### config.mk
export PLATFORM = sky130hd
export DESIGN_NAME = fb_scanout
export DESIGN_NICKNAME = d
export VERILOG_FILES = /design/src/rtl/fb_scanout.sv
export SDC_FILE = /design/constraint.sdc
export NUM_CORES = 1
export LEC_CHECK = 0
export BUFFER_PORTS_ARGS = -buffer_cell sky130_fd_sc_hd__buf_2
export CAP_MARGIN = 20
export CELL_PAD_IN_SITES_DETAIL_PLACEMENT = 0
export CELL_PAD_IN_SITES_GLOBAL_PLACEMENT = 1
export CORE_UTILIZATION = 46
export DETAILED_ROUTE_END_ITERATION = 16
export PLACE_DENSITY = 0.87
export SLEW_MARGIN = 20
export SYNTH_ARGS = -nofsm -noshare
export SYNTH_HDL_FRONTEND = slang
export SYNTH_SLANG_ARGS = --single-unit
### constraint.sdc
create_clock -name clk -period 2.1 [get_ports clk]
set_input_delay 0.21 -clock clk [delete_from_list [all_inputs] [get_ports clk]]
set_output_delay 0.21 -clock clk [all_outputs]
set_load 0.005 [all_outputs]
### src/rtl/fb_scanout.sv
`default_nettype none
// ============================================================================
// Module   : fb_scanout
// Purpose  : Framebuffer read side and VGA timing generator. Walks the raster
//            one pixel per CLK_DIV clocks, issues one framebuffer read per
//            visible pixel and turns the returned RGB565 word into 4:4:4
//            colour. Sync outputs are aligned with the colour.
// Ports    : clk, rstn (async, active low)
//            src_addr/src_rd/src_data : framebuffer read port
//            test_en                  : colour-bar select (optional feature)
//            vga_r/g/b, vga_hs/vs     : VGA pins (syncs active low)
//            frame_start              : pulse with the read of pixel (0,0)
//            in_vblank                : line counter >= V_ACTIVE
// Options  : `define SCANOUT_TEST_PATTERN_EN builds the colour-bar generator;
//            without it test_en is ignored.
// Revision : 1.0 - initial release
// ============================================================================
module fb_scanout #(
  parameter int CLK_DIV  = 4,
  parameter int RD_LAT   = 2,
  parameter int H_ACTIVE = 640,
  parameter int H_FP     = 16,
  parameter int H_SYNC   = 96,
  parameter int H_BP     = 48,
  parameter int V_ACTIVE = 480,
  parameter int V_FP     = 10,
  parameter int V_SYNC   = 2,
  parameter int V_BP     = 33
) (
  input  logic        clk,
  input  logic        rstn,
  output logic [18:0] src_addr,
  output logic        src_rd,
  input  logic [15:0] src_data,
  input  logic        test_en,
  output logic [3:0]  vga_r,
  output logic [3:0]  vga_g,
  output logic [3:0]  vga_b,
  output logic        vga_hs,
  output logic        vga_vs,
  output logic        frame_start,
  output logic        in_vblank
);

  localparam int H_TOTAL = H_ACTIVE + H_FP + H_SYNC + H_BP;
  localparam int V_TOTAL = V_ACTIVE + V_FP + V_SYNC + V_BP;
  localparam int DIV_W   = (CLK_DIV > 1) ? $clog2(CLK_DIV) : 1;
  localparam int HW      = $clog2(H_TOTAL);
  localparam int VW      = $clog2(V_TOTAL);

  localparam logic [DIV_W-1:0] c_div_last = DIV_W'(CLK_DIV - 1);
  localparam logic [HW-1:0]    c_h_act    = HW'(H_ACTIVE);
  localparam logic [HW-1:0]    c_h_last   = HW'(H_TOTAL - 1);
  localparam logic [HW-1:0]    c_hs_beg   = HW'(H_ACTIVE + H_FP);
  localparam logic [HW-1:0]    c_hs_end   = HW'(H_ACTIVE + H_FP + H_SYNC - 1);
  localparam logic [VW-1:0]    c_v_act    = VW'(V_ACTIVE);
  localparam logic [VW-1:0]    c_v_last   = VW'(V_TOTAL - 1);
  localparam logic [VW-1:0]    c_vs_beg   = VW'(V_ACTIVE + V_FP);
  localparam logic [VW-1:0]    c_vs_end   = VW'(V_ACTIVE + V_FP + V_SYNC - 1);

  logic [DIV_W-1:0]  r_div;
  logic [HW-1:0]     r_h;
  logic [HW-1:0]     r_h_d;
  logic [VW-1:0]     r_v;
  logic [VW-1:0]     r_v_d;
  logic [18:0]       r_lin;
  logic              r_act_d;
  logic [RD_LAT-1:0] r_rd_pipe;
  logic [11:0]       r_hold;

  logic        w_tick;
  logic        w_active;
  logic        w_h_last;
  logic        w_v_last;
  logic        w_fetch;
  logic [11:0] w_rgb_in;
  logic [11:0] w_pix;
  logic [11:0] w_colour;
  logic        w_unused;

  assign w_tick    = (r_div == c_div_last);
  assign w_h_last  = (r_h == c_h_last);
  assign w_v_last  = (r_v == c_v_last);
  assign w_active  = (r_h < c_h_act) && (r_v < c_v_act);
  assign in_vblank = (r_v >= c_v_act);

  // RGB565 -> 4:4:4 by taking the top four bits of each channel
  assign w_rgb_in = {src_data[15:12], src_data[10:7], src_data[4:1]};

  // When RD_LAT == CLK_DIV-1 the data lands on the output tick itself, so it
  // is taken straight from the bus instead of the hold register.
  assign w_pix = r_rd_pipe[RD_LAT-1] ? w_rgb_in : r_hold;

`ifdef SCANOUT_TEST_PATTERN_EN
  logic [2:0]  w_bar;
  logic [11:0] w_bar_rgb;

  always_comb begin
    w_bar = 3'd0;
    for (int k = 1; k < 8; k++) begin
      if (int'(r_h_d) >= k * 80) w_bar = 3'(k);
    end
  end

  // Bar order white, yellow, cyan, green, magenta, red, blue, black falls
  // out of the index bits: red = ~b1, green = ~b2, blue = ~b0.
  assign w_bar_rgb = {{4{~w_bar[1]}}, {4{~w_bar[2]}}, {4{~w_bar[0]}}};
  assign w_fetch   = ~test_en;
  assign w_colour  = !r_act_d ? 12'h000 : (test_en ? w_bar_rgb : w_pix);
  assign w_unused  = ^{src_data[11], src_data[6:5], src_data[0]};
`else
  assign w_fetch   = 1'b1;
  assign w_colour  = r_act_d ? w_pix : 12'h000;
  assign w_unused  = ^{test_en, src_data[11], src_data[6:5], src_data[0]};
`endif

  // Pixel-rate divider
  always_ff @(posedge clk or negedge rstn) begin
    if (!rstn) begin
      r_div <= '0;
    end else begin
      r_div <= w_tick ? '0 : r_div + 1'b1;
    end
  end

  // Raster counters, read issue and the one-tick delayed position/active flag
  always_ff @(posedge clk or negedge rstn) begin
    if (!rstn) begin
      r_h         <= '0;
      r_v         <= '0;
      r_h_d       <= '0;
      r_v_d       <= '0;
      r_act_d     <= 1'b0;
      r_lin       <= '0;
      src_addr    <= '0;
      src_rd      <= 1'b0;
      frame_start <= 1'b0;
    end else begin
      src_rd      <= 1'b0;
      frame_start <= 1'b0;
      if (w_tick) begin
        if (w_h_last) begin
          r_h <= '0;
          r_v <= w_v_last ? '0 : r_v + 1'b1;
        end else begin
          r_h <= r_h + 1'b1;
        end
        // The linear address follows the raster incrementally; it only has
        // to be rewound once per frame, at the last blanking position.
        if (w_h_last && w_v_last) begin
          r_lin <= '0;
        end else if (w_active) begin
          r_lin <= r_lin + 19'd1;
        end
        if (w_active) begin
          src_addr <= r_lin;
          src_rd   <= w_fetch;
        end
        frame_start <= (r_h == '0) && (r_v == '0);
        r_h_d       <= r_h;
        r_v_d       <= r_v;
        r_act_d     <= w_active;
      end
    end
  end

  // Read-data capture and output registers
  always_ff @(posedge clk or negedge rstn) begin
    if (!rstn) begin
      r_rd_pipe <= '0;
      r_hold    <= '0;
      vga_r     <= '0;
      vga_g     <= '0;
      vga_b     <= '0;
      vga_hs    <= 1'b1;
      vga_vs    <= 1'b1;
    end else begin
      r_rd_pipe <= (r_rd_pipe << 1) | RD_LAT'(src_rd);
      if (r_rd_pipe[RD_LAT-1]) r_hold <= w_rgb_in;
      if (w_tick) begin
        {vga_r, vga_g, vga_b} <= w_colour;
        vga_hs <= ~((r_h_d >= c_hs_beg) && (r_h_d <= c_hs_end));
        vga_vs <= ~((r_v_d >= c_vs_beg) && (r_v_d <= c_vs_end));
      end
    end
  end

endmodule
`default_nettype wire

Word-level counts from Yosys, hierarchy flattened
Cells that the tools add are included.

storage, ports and cells
  output and inout port bits = 36
  flip-flop bits (word level) = 111
  input port bits = 19
  logic and storage cells = 55

cells by class
  $add $sub $neg = 4
  reduce and logical (&&, ||, !) cells = 11
  muxes and demuxes = 10
  equal/unequal tests = 3
  magnitude comparators = 7
  bitwise logic cells = 3

operator list
  operator                                                             count
  2-to-1 mux 19 bit                                                    2
  2-to-1 mux 12 bit                                                    2
  adder 10 x 1 -> 10 bit (second input constant)                       2
  equality test 10 bit (second input constant)                         2
  greater-or-equal comparator 10 x 9 -> 1 bit (second input constant)  2
  logical NOT 10 bit                                                   2
  2-to-1 mux 10 bit                                                    2
  adder 19 x 1 -> 19 bit (second input constant)                       1
  greater-or-equal comparator 10 bit (second input constant)           1
  <= comparator 10 bit (second input constant)                         1
  <= comparator 10 x 9 -> 1 bit (second input constant)                1
  less-than comparator 10 bit (second input constant)                  1
  less-than comparator 10 x 9 -> 1 bit (second input constant)         1
  AND reduction 2 bit                                                  3
  logical AND 1 bit                                                    5
  2-to-1 mux 1 bit                                                     3
  adder 2 x 1 -> 2 bit (second input constant)                         1
  equality test 2 bit (second input constant)                          1
  2-to-1 mux 2 bit                                                     1
  NOT 1 bit                                                            2
  bitwise OR 2 x 1 -> 2 bit                                            1
  nonzero test 2 bit                                                   1

Longest topological paths before layout
  word-level depth = 4
  mapped depth = 8
  mapped depth without buffers = 6

Worst setup path before layout
Ideal clock, no wire load.

  path type = register to register
  start = register r_lin[0]
  end = register r_lin[18]
  buffers on the path = 0
  clock period less this slack = 1701 ps
  setup slack = 399 ps
  data arrival time = 1577 ps
  cell stages (with the launch flop) = 6
  library setup time = 124 ps
  data required time = 1976 ps
  cell sequence = dfrtp_1 ha_1 nand4_1 nor4_1 a31oi_1 a211o_1

on the way
  longest elaborated chain between the ends = 3

RTL lines
  item                    line  source
  start, declared         66    logic [18:0] r_lin;
  start signal, assigned  153   r_lin <= r_lin + 19'd1;
  adder 19 x 1 -> 19 bit  153
  2-to-1 mux 19 bit       152   end else if (w_active) begin
  2-to-1 mux 19 bit       150   if (w_h_last && w_v_last) begin

No other way between the ends. The select of a mux whose other input is x is not followed.
A chain may end at the register's enable or synchronous reset.

Final worst setup path
  start = register r_lin[1]
  end = register r_lin[18]

Same word-level chain as after synthesis.

==> impl_metrics.toml <==
[setup_path]
critPathMaxFanout = 6
worstPathRequired_ns = 2.36
critical_path.slowest_cell = "dfrtp_2"
crit_end_category = "register"
worst_stage_delay_on_the_critical_path_ns = 0.45
crit_type = "reg -> reg"
worst-endpoint-arrival_ns = 2.20
worst-path-buf-inv = 1
path_delay_family = "simple AND/OR/NAND/NOR gates"
crit_path_launch_type = "register"
series_of_cell_instances_along_the_critical_path = "ha_2 -> nand4_1 -> nor4_4 -> buf_4 -> a31oi_1 -> a211o_1"

[clock_tree]
clock_tree_from_tritoncts = "built"
ctsLongestPathBuffers = 2
worst_setup_hold_path_clk_slew_ns = 0.11
clock_latency_ns = 0.37
h-tree-depth = 3
clock_buffers_created_by_tritoncts = 9
cts.root.buffer_cell = "clkbuf_8"
cts_post_setup_buffers_inserted = 0
cts_num_sinks = 106

[timing]
finalSetupViolations = 0
final.setup.tns_ns = 0
min_period_over_period_pct = 92.2
setup_slack_ns = 0.165
slew_of_the_pin_with_the_lowest_slew_margin_ns = 0.591
setup_repair_after_global_routing_missed_its_margin = "no"
timing.fmax_mhz = 517
hold_viol = 0
finalCriticalPeriod_ns = 1.94
fin_worst_hold_slack_ns = 0.0770
finClkSkew_ns = 0.0141
worst_slew_margin_rel_pct = 60.6
maxSlewViolCount = 0

[floorplanning]
placementRows = 37
die_area_sq_mm = 0.0111
floorplan.die.height_um = 105
floorplan.core_area_sq_mm = 0.0103
ios = 55
initial_utilization_pct = 47.4
dieWidth_um = 105

[synthesis]
seq_area_frac_synth_pct = 54.2
ys.warnings.count = 0
netlist_top_cells_count = "dfrtp_1, nand2_1, nand3_1"
synth-edff-count = 0
synthesis.nets = 491
synth_ff_type = "dfrtp_1"
synth_cell_types = 57
syn-mean-instance-area_sq_um = 10.5
netlist.area_leader.share_pct = 53.2
biggest_area_contributors_in_the_synthesized_netlist = "dfrtp_1, mux2_2, nand2_1"
yosys.cell_count.top_type = "dfrtp_1"
synthesis.instances = 466
mappedNetlistArea_sq_mm = 0.00489
synth_largest_area_cell = "dfrtp_1"
synth.ff_latch_count = 106
ys_async_sr_fraction_pct = 100

[grt]
antenna_found_initial = 0
globalRouteTotalUtil_pct = 19.7
grt_first_pass_wirelength_um = 17400
globalRoute.totalOverflow = 0
first_global_vias = 3585
grt_start_max_net_pins = 45

[power_and_ir_drop]
design_power_total_w = 0.00363
power-per-cell-area_mw_per_mm2 = 647
worst_ir_drop_vdd_v = 0.000383
cellLeakagePower_nw = 2.58

[routing]
post_drt_wl_per_cell_um = 15.3
detail_route.vias_per_cell = 5.49
drc = 0
vias = 3609
dr.first_iter.drc_count = 187
drt-pass1-iter-count = 4
finalWirelength_um = 10000
antenna_violating_nets_post_route = 0

[layout]
antennaDiodeCount = 0
layout_stage_area_growth_over_the_synthesis_result_pct = 14.7
final_layout_size_suffix_gt1_share_pct = 25.5
design.final.nets = 541
fin_area_sq_mm = 0.00562

[placed_design]
placedInstanceArea_sq_mm = 0.00534
placement.io_buffers = 49
gp_congestion = 0.854
dp.final_hpwl_um = 6930
dpl_worst_slack_ns = 0.187

[run]
drv_cap = 0

[hold_path]
min-delay-path-class = "in -> reg"

[outcome]
run_status = "finished clean"
## layout make-up
cell class | instances | area (sq um)
fill | 920 | 4710
multi-input combinational | 301 | 2000
clock inverter | 7 | 121
tap | 136 | 170
sequential | 106 | 2660
timing repair buffer | 69 | 438
clock buffer | 9 | 124
inverter | 29 | 109
## kinds of logic after synthesis
| kind of cell | count (synthesis) | share of synthesized area (%) |
|---|---|---|
| flip-flops | 106 | 54.2 |
| multiplexers | 31 | 7.03 |
| XOR/XNOR | 8 | 1.43 |
| buffers and inverters | 59 | 5.37 |
| AND/OR/NAND/NOR | 177 | 19.8 |
| AO/OA/AOI/OAI | 79 | 10.6 |
| adder cells (fa/ha/maj) | 6 | 1.53 |
## layout by cell type (no fill, tap or decap), types with 6 or more instances in the layout
master    Yosys  final
nor4_1        9      8
mux2_2       27     27
nand3_1      34     34
a21oi_1      10     10
a31oi_1      10     10
and3_1        6      6
clkbuf_8      0      9
buf_2        10     48
nand4_1      15     15
buf_4         2     17
o21ai_0      31     31
inv_1        29     29
nand2_1      67     67
nor2_1        9      9
dfrtp_1     104    103
o211ai_1      6      6
## state kept, by name, summed over array words and instances, names as in the netlist, 2 cells and up
signal,count
r_lin,19
src_addr,19
r_hold,12
r_h,10
r_v,10
r_v_d,9
r_h_d,6
vga_b,4
vga_g,4
vga_r,4
r_div,2
r_rd_pipe,2
## worst paths after layout
path | from | end | slack [ns] | cells after the start
max | r_lin[1]$_DFFE_PN0P_ | r_lin[18]$_DFFE_PN0P_ | 0.16 | 6
min | src_data[7] | r_hold[4]$_DFF_PN0_ | 0.08 | 2
max reg2reg | r_lin[1]$_DFFE_PN0P_ | r_lin[18]$_DFFE_PN0P_ | 0.16 | 6
min reg2reg | r_rd_pipe[0]$_DFF_PN0_ | r_rd_pipe[1]$_DFF_PN0_ | 0.36 | 0
max in group asynchronous | rstn | src_addr[13]$_DFFE_PN0P_ | 1.13 | 3
min in group asynchronous | rstn | r_hold[2]$_DFF_PN0_ | 0.38 | 2
## worst register-to-register path: cells and delay by family (launching register included)
kind,cells,cell delay [ns]
AO/OA/AOI/OAI,2,0.36
flip-flops,1,0.45
adder cells (fa/ha/maj),1,0.27
buffers and inverters,1,0.18
AND/OR/NAND/NOR,2,0.58
## power by group
| part | internal, W | switching [W] |
|---|---|---|
| sequential | 0.00206 | 0.00000848 |
| combinational | 0.0000377 | 0.0000602 |
| clock | 0.000708 | 0.000756 |
| total | 0.00281 | 0.000824 |
## through the flow
step | util, % | cells
final | 54.4 | 657
after global routing | 54.4 | 657
after CTS | 54.2 | 657
after detailed placement | 51.7 | 640
after global placement | 51.7 | 640
after floorplan | - | 466
## layer usage
| metal | part of all wire, % | vias up | track usage (%) |
|---|---|---|---|
| met1 | 48 | 1763 | 27.9 |
| li1 | - | 1751 | - |
| met4 | 0.60 | 0 | 4.93 |
| met5 | 0 | - | 0 |
| met2 | 48 | 89 | 30.5 |
| met3 | 3.8 | 6 | 4.49 |
## what timing repair did
item                                    in CTS  in global routing
endpoints found under the hold margin       40                  0
endpoints found under the setup margin       0                  2
resized for setup                            0                  4
hold buffers                                 1                  0
Power figures use the tool's default switching activity.
